**src/rtl/ps2_receiver.sv**
```systemverilog
// PS/2 device-to-host receiver: synchronises and de-glitches the PS/2 clock,
// deserialises 11-bit frames and reports good bytes, parity errors and framing/timeout errors.
module ps2_receiver #(
  parameter int FILTER_LEN     = 8,
  parameter int TIMEOUT_CYCLES = 10000
) (
  input  logic       clk,
  input  logic       rst_x,
  input  logic       i_ps2c,
  input  logic       i_ps2d,
  output logic [7:0] o_data,
  output logic       o_valid,
  output logic       o_parity_err,
  output logic       o_frame_err,
  output logic       o_busy
);

  localparam int          FCNT_W  = (FILTER_LEN < 2) ? 1 : $clog2(FILTER_LEN);
  localparam logic [13:0] TO_LIMIT = 14'(TIMEOUT_CYCLES);

  typedef enum logic [1:0] {IDLE, DATA, PARITY, STOP} state_t;

  logic [1:0]        c_sync;
  logic [1:0]        d_sync;
  logic              ps2c_s;
  logic              ps2d_s;
  logic              filt;
  logic [FCNT_W-1:0] fcnt;
  logic              fall_edge;

  state_t            state;
  logic [2:0]        bit_cnt;
  logic [7:0]        shreg;
  logic              par_bit;
  logic [13:0]       tcnt;

  assign ps2c_s = c_sync[1];
  assign ps2d_s = d_sync[1];

  // NOTE: sequential state uses non-blocking assignments only, so every flop
  // samples the pre-edge value of every other flop regardless of block order.
  // Reset drives the synchronisers to the idle-high level so no false edge follows release.
  always_ff @(posedge clk) begin
    if (!rst_x) begin
      c_sync <= 2'b11;
      d_sync <= 2'b11;
    end else begin
      c_sync <= {c_sync[0], i_ps2c};
      d_sync <= {d_sync[0], i_ps2d};
    end
  end

  // Filtered clock flips after FILTER_LEN consecutive samples disagree with it.
  always_ff @(posedge clk) begin
    if (!rst_x) begin
      filt <= 1'b1;
      fcnt <= '0;
    end else if (ps2c_s == filt) begin
      fcnt <= '0;
    end else if (fcnt == FCNT_W'(FILTER_LEN - 1)) begin
      filt <= ps2c_s;
      fcnt <= '0;
    end else begin
      fcnt <= fcnt + 1'b1;
    end
  end

  // High in the very cycle the filtered clock is about to go 1->0.
  assign fall_edge = filt & ~ps2c_s & (fcnt == FCNT_W'(FILTER_LEN - 1));

  always_ff @(posedge clk) begin
    if (!rst_x) begin
      state        <= IDLE;
      bit_cnt      <= '0;
      shreg        <= '0;
      par_bit      <= 1'b0;
      tcnt         <= '0;
      o_data       <= '0;
      o_valid      <= 1'b0;
      o_parity_err <= 1'b0;
      o_frame_err  <= 1'b0;
    end else begin
      o_valid      <= 1'b0;
      o_parity_err <= 1'b0;
      o_frame_err  <= 1'b0;

      if (state == IDLE || fall_edge) tcnt <= '0;
      else                            tcnt <= tcnt + 14'd1;

      case (state)
        IDLE: begin
          if (fall_edge && !ps2d_s) begin
            state   <= DATA;
            bit_cnt <= '0;
            shreg   <= '0;
          end
        end
        DATA: begin
          if (fall_edge) begin
            shreg   <= {ps2d_s, shreg[7:1]};
            bit_cnt <= bit_cnt + 3'd1;
            if (bit_cnt == 3'd7) state <= PARITY;
          end
        end
        PARITY: begin
          if (fall_edge) begin
            par_bit <= ps2d_s;
            state   <= STOP;
          end
        end
        STOP: begin
          if (fall_edge) begin
            state <= IDLE;
            if (!ps2d_s) begin
              o_frame_err <= 1'b1;
            end else if (!(^{shreg, par_bit})) begin
              o_parity_err <= 1'b1;
            end else begin
              o_data  <= shreg;
              o_valid <= 1'b1;
            end
          end
        end
        default: state <= IDLE;
      endcase

      // A stalled frame is abandoned; a simultaneous edge takes priority.
      if (state != IDLE && !fall_edge && tcnt == TO_LIMIT) begin
        state       <= IDLE;
        tcnt        <= '0;
        shreg       <= '0;
        o_frame_err <= 1'b1;
      end
    end
  end

  assign o_busy = (state != IDLE);

endmodule
```
**config.mk**
```make
export PLATFORM = sky130hd
export DESIGN_NAME = ps2_receiver
export DESIGN_NICKNAME = d
export VERILOG_FILES = /design/src/rtl/ps2_receiver.sv
export SDC_FILE = /design/constraint.sdc
export NUM_CORES = 1
export LEC_CHECK = 0
export ABC_AREA = 0
export ABC_CLOCK_PERIOD_IN_PS = 2100
export CAP_MARGIN = 20
export CORE_UTILIZATION = 50
export CTS_CLUSTER_SIZE = 8
export DETAILED_ROUTE_END_ITERATION = 8
export PLACE_DENSITY = 0.7
export SETUP_SLACK_MARGIN = 0.5
export SLEW_MARGIN = 20
export SYNTH_ARGS = -nofsm -noshare
export SYNTH_HDL_FRONTEND = slang
export SYNTH_SLANG_ARGS = --single-unit
```
**constraint.sdc**
```tcl
create_clock -name clk -period 2.1 [get_ports clk]
set_input_delay 0.21 -clock clk [delete_from_list [all_inputs] [get_ports clk]]
set_output_delay 0.21 -clock clk [all_outputs]
set_load 0.01 [all_outputs]
```
==> impl_metrics.yaml, run 1 <==
status:
  status: "finished clean"
synthesis:
  yosysSeqAreaShare_pct: 45.44
  synth_fp_nets: 248
  syn-cell-area_sq_um: 2071
  synth_compound_area_share_pct: 6.284
  synth_top_area_cell: "dfxtp_1"
  syn_inst: 232
  yosys.area.top_type_share_pct: 45.44
  synth_seq_cells: 47
  muxShareOfSynthArea_pct: 3.867
  synth_top_family_by_area: "simple AND/OR/NAND/NOR gates"
  synth_xor_area_share_pct: 8.761
  synth.area.top_cells: "dfxtp_1 (45%), ha_1 (7.3%), nand2_1 (7.1%)"
  yosys_warnings: 0
  synthDistinctLibCells: 32
  yosys.area_share.simple_pct: 25.50
  synth.avg_cell_area_sq_um: 8.926
  synthAdderAreaFrac_pct: 7.251
timing:
  timing_hold_violations_final: 0
  rsz0062_at_grt: "yes"
  max_slew_margin_pct: 61.94
  layout_min_cycle_time_ns: 1.623
  fin_ws_ns: 0.4767
  setup_viol: 0
  timing.final.max_slew_violations: 0
  worst_pin_slew_ns: 0.5691
  setup_tns_ns: 0
  finalCritPeriodShare_pct: 77.30
  finalClockSkew_ns: 0.006422
  timing.fmax_mhz: 616.0
drt:
  wl_per_cell_um: 13.13
  drt_iter0_drc: 83
  vias_per_cell: 5.140
  drtPass1Iterations: 4
  postRouteWirelength_um: 4124
  drcViolationCount: 0
  ant_nets: 0
  num_vias: 1614
floorplan:
  die_h_um: 66.36
  design.die.area_sq_um: 4403
  coreArea_sq_um: 4000
  dieWidth_um: 66.36
  rows: 23
  initial_utilization_pct: 51.77
  io_pins: 16
global_route:
  met1_usage_pct: 26.80
  overflow: 0
  top_usage_layer: "met2"
  grt.total_usage_pct: 19.96
  grt_max_degree: 17
  grt_pass1_vias: 1407
  grt_pass1_wl_um: 6534
  met2_usage_pct: 29.21
  gr-usage-met3_pct: 4.483
  antenna_found_initial: 0
hold_path:
  hold_class: "register to register"
finish:
  fin_nets: 279
  mostFrequentLayoutCells: "nand2_1 (36), dfxtp_1 (32), nor2_1 (20)"
  design_area_sq_um: 2681
  syn_to_final_growth_pct: 29.49
  n_antenna_cell: 0
  final_common_cell: "nand2_1"
  fillCellCount: 330
  seqCellArea_sq_um: 969.7
  drive_gt1_share_pct: 25.00
  instances_no_fill: 314
  multi_input_area_sq_um: 1252
setup_path:
  crit_chain: "xnor2_2 -> xnor2_2 -> xnor3_2 -> nor2_8 -> mux2i_1"
  path_buf_inv: 0
  start_kind: "register"
  crit_path_max_fanout: 7
  cpPeakStageDelay_ns: 0.43
  worstSetupPathType: "register to register"
  crit_path_end_kind: "register"
  crit_required_ns: 2.34
  cp_data_arrival_time_ns: 1.86
  cp_common_cell: "xnor2_2"
  crit_family: "XOR/XNOR gates"
  cp_slowest_cell: "xnor3_2"
place:
  place.port_buffers: 15
  hpwl_um: 2453
  gp_congestion: 0.7494
  dpl_worst_slack_ns: 0.3604
  placed_area_sq_um: 2298
  dp.cells: 294
pwr:
  powerDensity_nw_per_um2: 595.8
  total_power_mw: 1.598
  total_leakage_power_nw: 0.9554
  peakVddDrop_mv: 0.4541
clock_tree:
  worst_skew_pair.late_latency_ns: 0.31
  path_clk_slew_ns: 0.09
  cts_num_sinks: 47
  ctsHtreeMaxLevel: 2
  cts_buffers: 5
  root_buffer: "clkbuf_8"
  hold_buffers: 0
  cts_tree: "done"
  clockBufferDepth: 2
flow_run:
  maxCapViolCount: 0
## cell families (layout without fill, tap and decap cells)
logic type	after synthesis	count (layout)
muxes	8	8
adders and majority gates	12	12
DFF	47	47
AOI/OAI and AO/OA	25	25
and+or+nand+nor	105	107
xor gates and xnor gates	19	19
buffers and inverters	16	46
## cell type report
class / count / area share, %
Sequential cell: 47 / 36.16
Inverter: 10 / 1.400
Clock inverter: 3 / 1.633
Tap cell: 50 / 2.333
Multi-Input combinational cell: 171 / 46.71
Clock buffer: 5 / 2.566
Timing Repair Buffer: 28 / 9.193
## flip-flops by register name, indices dropped and copies added (netlist names)
register      flops
state             2
o_valid           1
filt              1
d_sync            2
o_frame_err       1
tcnt             14
fcnt              3
bit_cnt           3
shreg             8
o_parity_err      1
o_data            8
par_bit           1
c_sync            2
## repair_timing
action,in CTS,in global routing
gates resized for setup,17,32
buffers inserted,4,6
setup endpoints to repair,21,27
gates cloned,0,2
endpoints found under the hold margin,0,0
pin swaps,5,6
## where the power goes
part	internal [mW]	leakage, nW	total [mW]	switching (mW)
registers	0.891	0.389	0.895	0.00432
logic	0.0166	0.509	0.0388	0.0222
clock network	0.354	0.0581	0.664	0.309
## metrics by stage
step / util (%) / hold WS [ns]
final: 67.03 / 0.4234
after global routing: 67.03 / 0.4468
after CTS: 62.59 / 0.4269
after detailed placement: 57.46 / 0.4052
after global placement: 57.46 / 0.3976
after floorplan: - / 0.3115
## synthesized netlist by cell type
library cell,number
nor2_8,1
nor3_1,2
ha_1,12
inv_1,9
nor4_1,2
or3_1,2
nand4_1,4
nor2_1,21
nand4b_1,1
nand3_4,1
o21ai_1,4
and3_1,2
nor4b_1,1
a211oi_1,1
xnor3_2,1
nor2b_1,1
o211ai_1,1
and2_1,4
a21oi_1,15
dfxtp_1,47
xnor2_1,10
mux2i_1,8
and4_1,1
clkbuf_1,6
inv_2,1
nand2b_1,6
nor3b_2,1
nand3_1,14
nand2_1,39
nand3b_1,2
xor2_1,8
o21ai_0,4
## worst register-to-register path, stage by stage, from the launching register on
cell,delay [ns]
dfxtp_4,0.36
xnor2_2,0.14
xnor2_2,0.22
xnor3_2,0.43
nor2_8,0.19
mux2i_1,0.21
## routing by layer
layer  vias up  wire length (um)  part of all wire [%]
li1        838                 -                     -
met1       742              1991                    48
met2        27              1912                    46
met3         7               128                   3.1
met4         0                91                   2.2
met5         -                 0                     0
## worst paths after layout
check                               start        end  slack, ns  depth (start not counted)
worst max-delay path             shreg[3]  o_data[6]       0.48                          5
worst min-delay path            d_sync[0]  d_sync[1]       0.42                          1
worst max register to register   shreg[3]  o_data[6]       0.48                          5
worst min register to register  d_sync[0]  d_sync[1]       0.42                          1
Note: power is estimated with default switching activity, not from simulation.
==> run 2, diff against run 1 <==
Settings changed: ABC_CLOCK_PERIOD_IN_PS 2100 to 1500.
Clock period 2.1 ns to 1.5 ns, I/O delays scaled along.
==> run 2 against run 1 <==
The run now ends with negative setup slack left. Die area did not move. Largest cell class unchanged. Sequential share of layout area is 6.4 points lower. Cell count grew 14%. Critical path type unchanged. Largest power group unchanged. Fmax up 0.42%. Clock power is 29% higher. Clock-buffer cell count is 1 higher. Critical endpoint is now o_parity_err.
==> impl_metrics.yaml, run 2 (synthesis gave the netlist of run 1 again) <==
floorplan:
  io_pins: 16
  initial_utilization_pct: 51.77
  coreArea_sq_um: 4000
  dieWidth_um: 66.36
  rows: 23
  design.die.area_sq_um: 4403
  die_h_um: 66.36
place:
  hpwl_um: 2917
  gp_congestion: 0.7929
  dp.cells: 330
  place.port_buffers: 15
  dpl_worst_slack_ns: -0.1083
finish:
  mostFrequentLayoutCells: "buf_4 (42), nand2_1 (32), dfxtp_2 (23)"
  final_common_cell: "buf_4"
  syn_to_final_growth_pct: 58.79
  drive_gt1_share_pct: 55.37
  fin_nets: 323
  top_register: "tcnt"
  top_regs: "tcnt: 14 flops, o_data: 8 flops, shreg: 8 flops"
  fillCellCount: 242
  multi_input_area_sq_um: 1473
  n_antenna_cell: 0
  seqCellArea_sq_um: 977.2
  largest_reg_flops: 14
  instances_no_fill: 357
pwr:
  switchingPower_mw: 0.4796
  pwr-share-comb_pct: 3.5
  switching_share_pct: 21.94
  powerDensity_nw_per_um2: 664.7
  clkPwrFrac_pct: 39.1
  peakVddDrop_mv: 0.5756
  seq_power_share_pct: 57.4
  total_leakage_power_nw: 1.316
  p_int_mw: 1.706
hold_path:
  hold_path_end: "d_sync[0]"
  hold_class: "input pin to register"
  hp-start: "i_ps2d"
  hold_depth: 2
setup_path:
  r2r_start: "shreg[5]"
  r2r_slack_ns: -0.12
  crit_required_ns: 1.70
  start_kind: "register"
  crit_path_end_kind: "register"
  cp_common_cell: "xnor2_2"
  cp_slowest_cell: "xnor3_2"
  r2r_end: "o_parity_err"
  crit_path_max_fanout: 2
  cp_data_arrival_time_ns: 1.82
  path_buf_inv: 2
  crit_chain: "xnor2_2 -> xnor2_2 -> xnor3_2 -> buf_4 -> buf_6 -> nor3b_2"
  worstSetupPathType: "register to register"
  r2r_cells: 6
  cpPeakStageDelay_ns: 0.42
  crit_family: "XOR/XNOR gates"
flow_run:
  maxCapViolCount: 0
status:
  violations: "negative setup slack"
  status: "finished with violations"
clock_tree:
  cts_tree: "done"
  ctsHtreeMaxLevel: 2
  hold_buffers: 0
  worst_skew_pair.late_latency_ns: 0.30
  cts_num_sinks: 47
  path_clk_slew_ns: 0.09
  root_buffer: "clkbuf_8"
  clockBufferDepth: 2
  cts_buffers: 5
drt:
  wl_per_cell_um: 14.32
  drtPass1Iterations: 4
  drt_iter0_drc: 75
  ant_nets: 0
  vias_per_cell: 5.227
  postRouteWirelength_um: 5113
  num_vias: 1866
  drcViolationCount: 0
global_route:
  grt_max_degree: 17
  overflow: 0
  grt.total_usage_pct: 23.15
  grt_pass1_vias: 1713
  antenna_found_initial: 0
  grt_pass1_wl_um: 7659
timing:
  fin_ws_ns: -0.1165
  layout_min_cycle_time_ns: 1.617
  finalCritPeriodShare_pct: 107.8
  max_slew_margin_pct: 81.88
  worst_pin_slew_ns: 0.2698
  setup_viol: 22
  timing.fmax_mhz: 618.6
  rsz0062_at_grt: "yes"
  timing_hold_violations_final: 0
  timing.final.max_slew_violations: 0
  finalClockSkew_ns: 0.006230
run 2: per-layer routing:
layer | global-route usage [%] | vias to the layer above | share of wire, %
met5 | 0 | - | 0
met4 | 7.713 | 0 | 1.5
met3 | 5.862 | 8 | 3.8
met2 | 39.54 | 44 | 52
met1 | 28.06 | 882 | 43
li1 | - | 932 | -
run 2: worst max-delay path by stage:
| stage | start | cells after the start | slack (ns) | endpoint |
|---|---|---|---|---|
| 2_1_floorplan | shreg[5] | 5 | -0.03 | o_data[0] |
| 5_1_grt | shreg[5] | 6 | -0.16 | o_parity_err |
| 4_1_cts | shreg[6] | 5 | -0.12 | o_data[4] |
| 3_5_place_dp | shreg[5] | 5 | -0.11 | o_data[4] |
| 3_3_place_gp | shreg[3] | 5 | -0.04 | o_data[6] |
| 6_report | shreg[5] | 6 | -0.12 | o_parity_err |
run 2: repair_timing:
action                     4_1_cts  5_1_grt
gates resized for setup        105       35
setup endpoints to repair       55       49
pin swaps                       32       25
setup buffers                    9        8
cloned                           3        0
run 2: final cells by class:
cell class | instances | area share [%]
multi-input combinational | 170 | 44.79
sequential | 47 | 29.72
timing repair buffer | 73 | 19.22
clock buffer | 6 | 2.854
tap | 50 | 1.903
inverter | 10 | 1.294
clock inverter | 1 | 0.2283
run 2: power by group through the flow:
| stage | sequential [mW] | combinational [mW] | clock, mW |
|---|---|---|---|
| global route | 1.26 | 0.0817 | 0.916 |
| detailed placement | 1.29 | 0.0561 | 0 |
| CTS | 1.26 | 0.0718 | 0.867 |
| global placement | 1.29 | 0.0553 | 0 |
| floorplan | 1.29 | 0.0261 | 0 |
| finish | 1.26 | 0.0764 | 0.854 |
run 2: metrics by stage:
step | utilization (%) | instance area [sq um] | setup TNS [ns] | hold slack (ns) | power (mW)
after floorplan | - | 2230 | -0.4482 | 0.2515 | 1.314
after global placement | 67.38 | 2695 | -0.3009 | 0.3936 | 1.342
after detailed placement | 67.38 | 2695 | -0.6379 | 0.3955 | 1.343
after CTS | 77.76 | 3110 | -0.8939 | 0.3991 | 2.194
after global routing | 82.20 | 3288 | -2.759 | 0.4226 | 2.255
final | 82.20 | 3288 | -1.521 | 0.4103 | 2.186
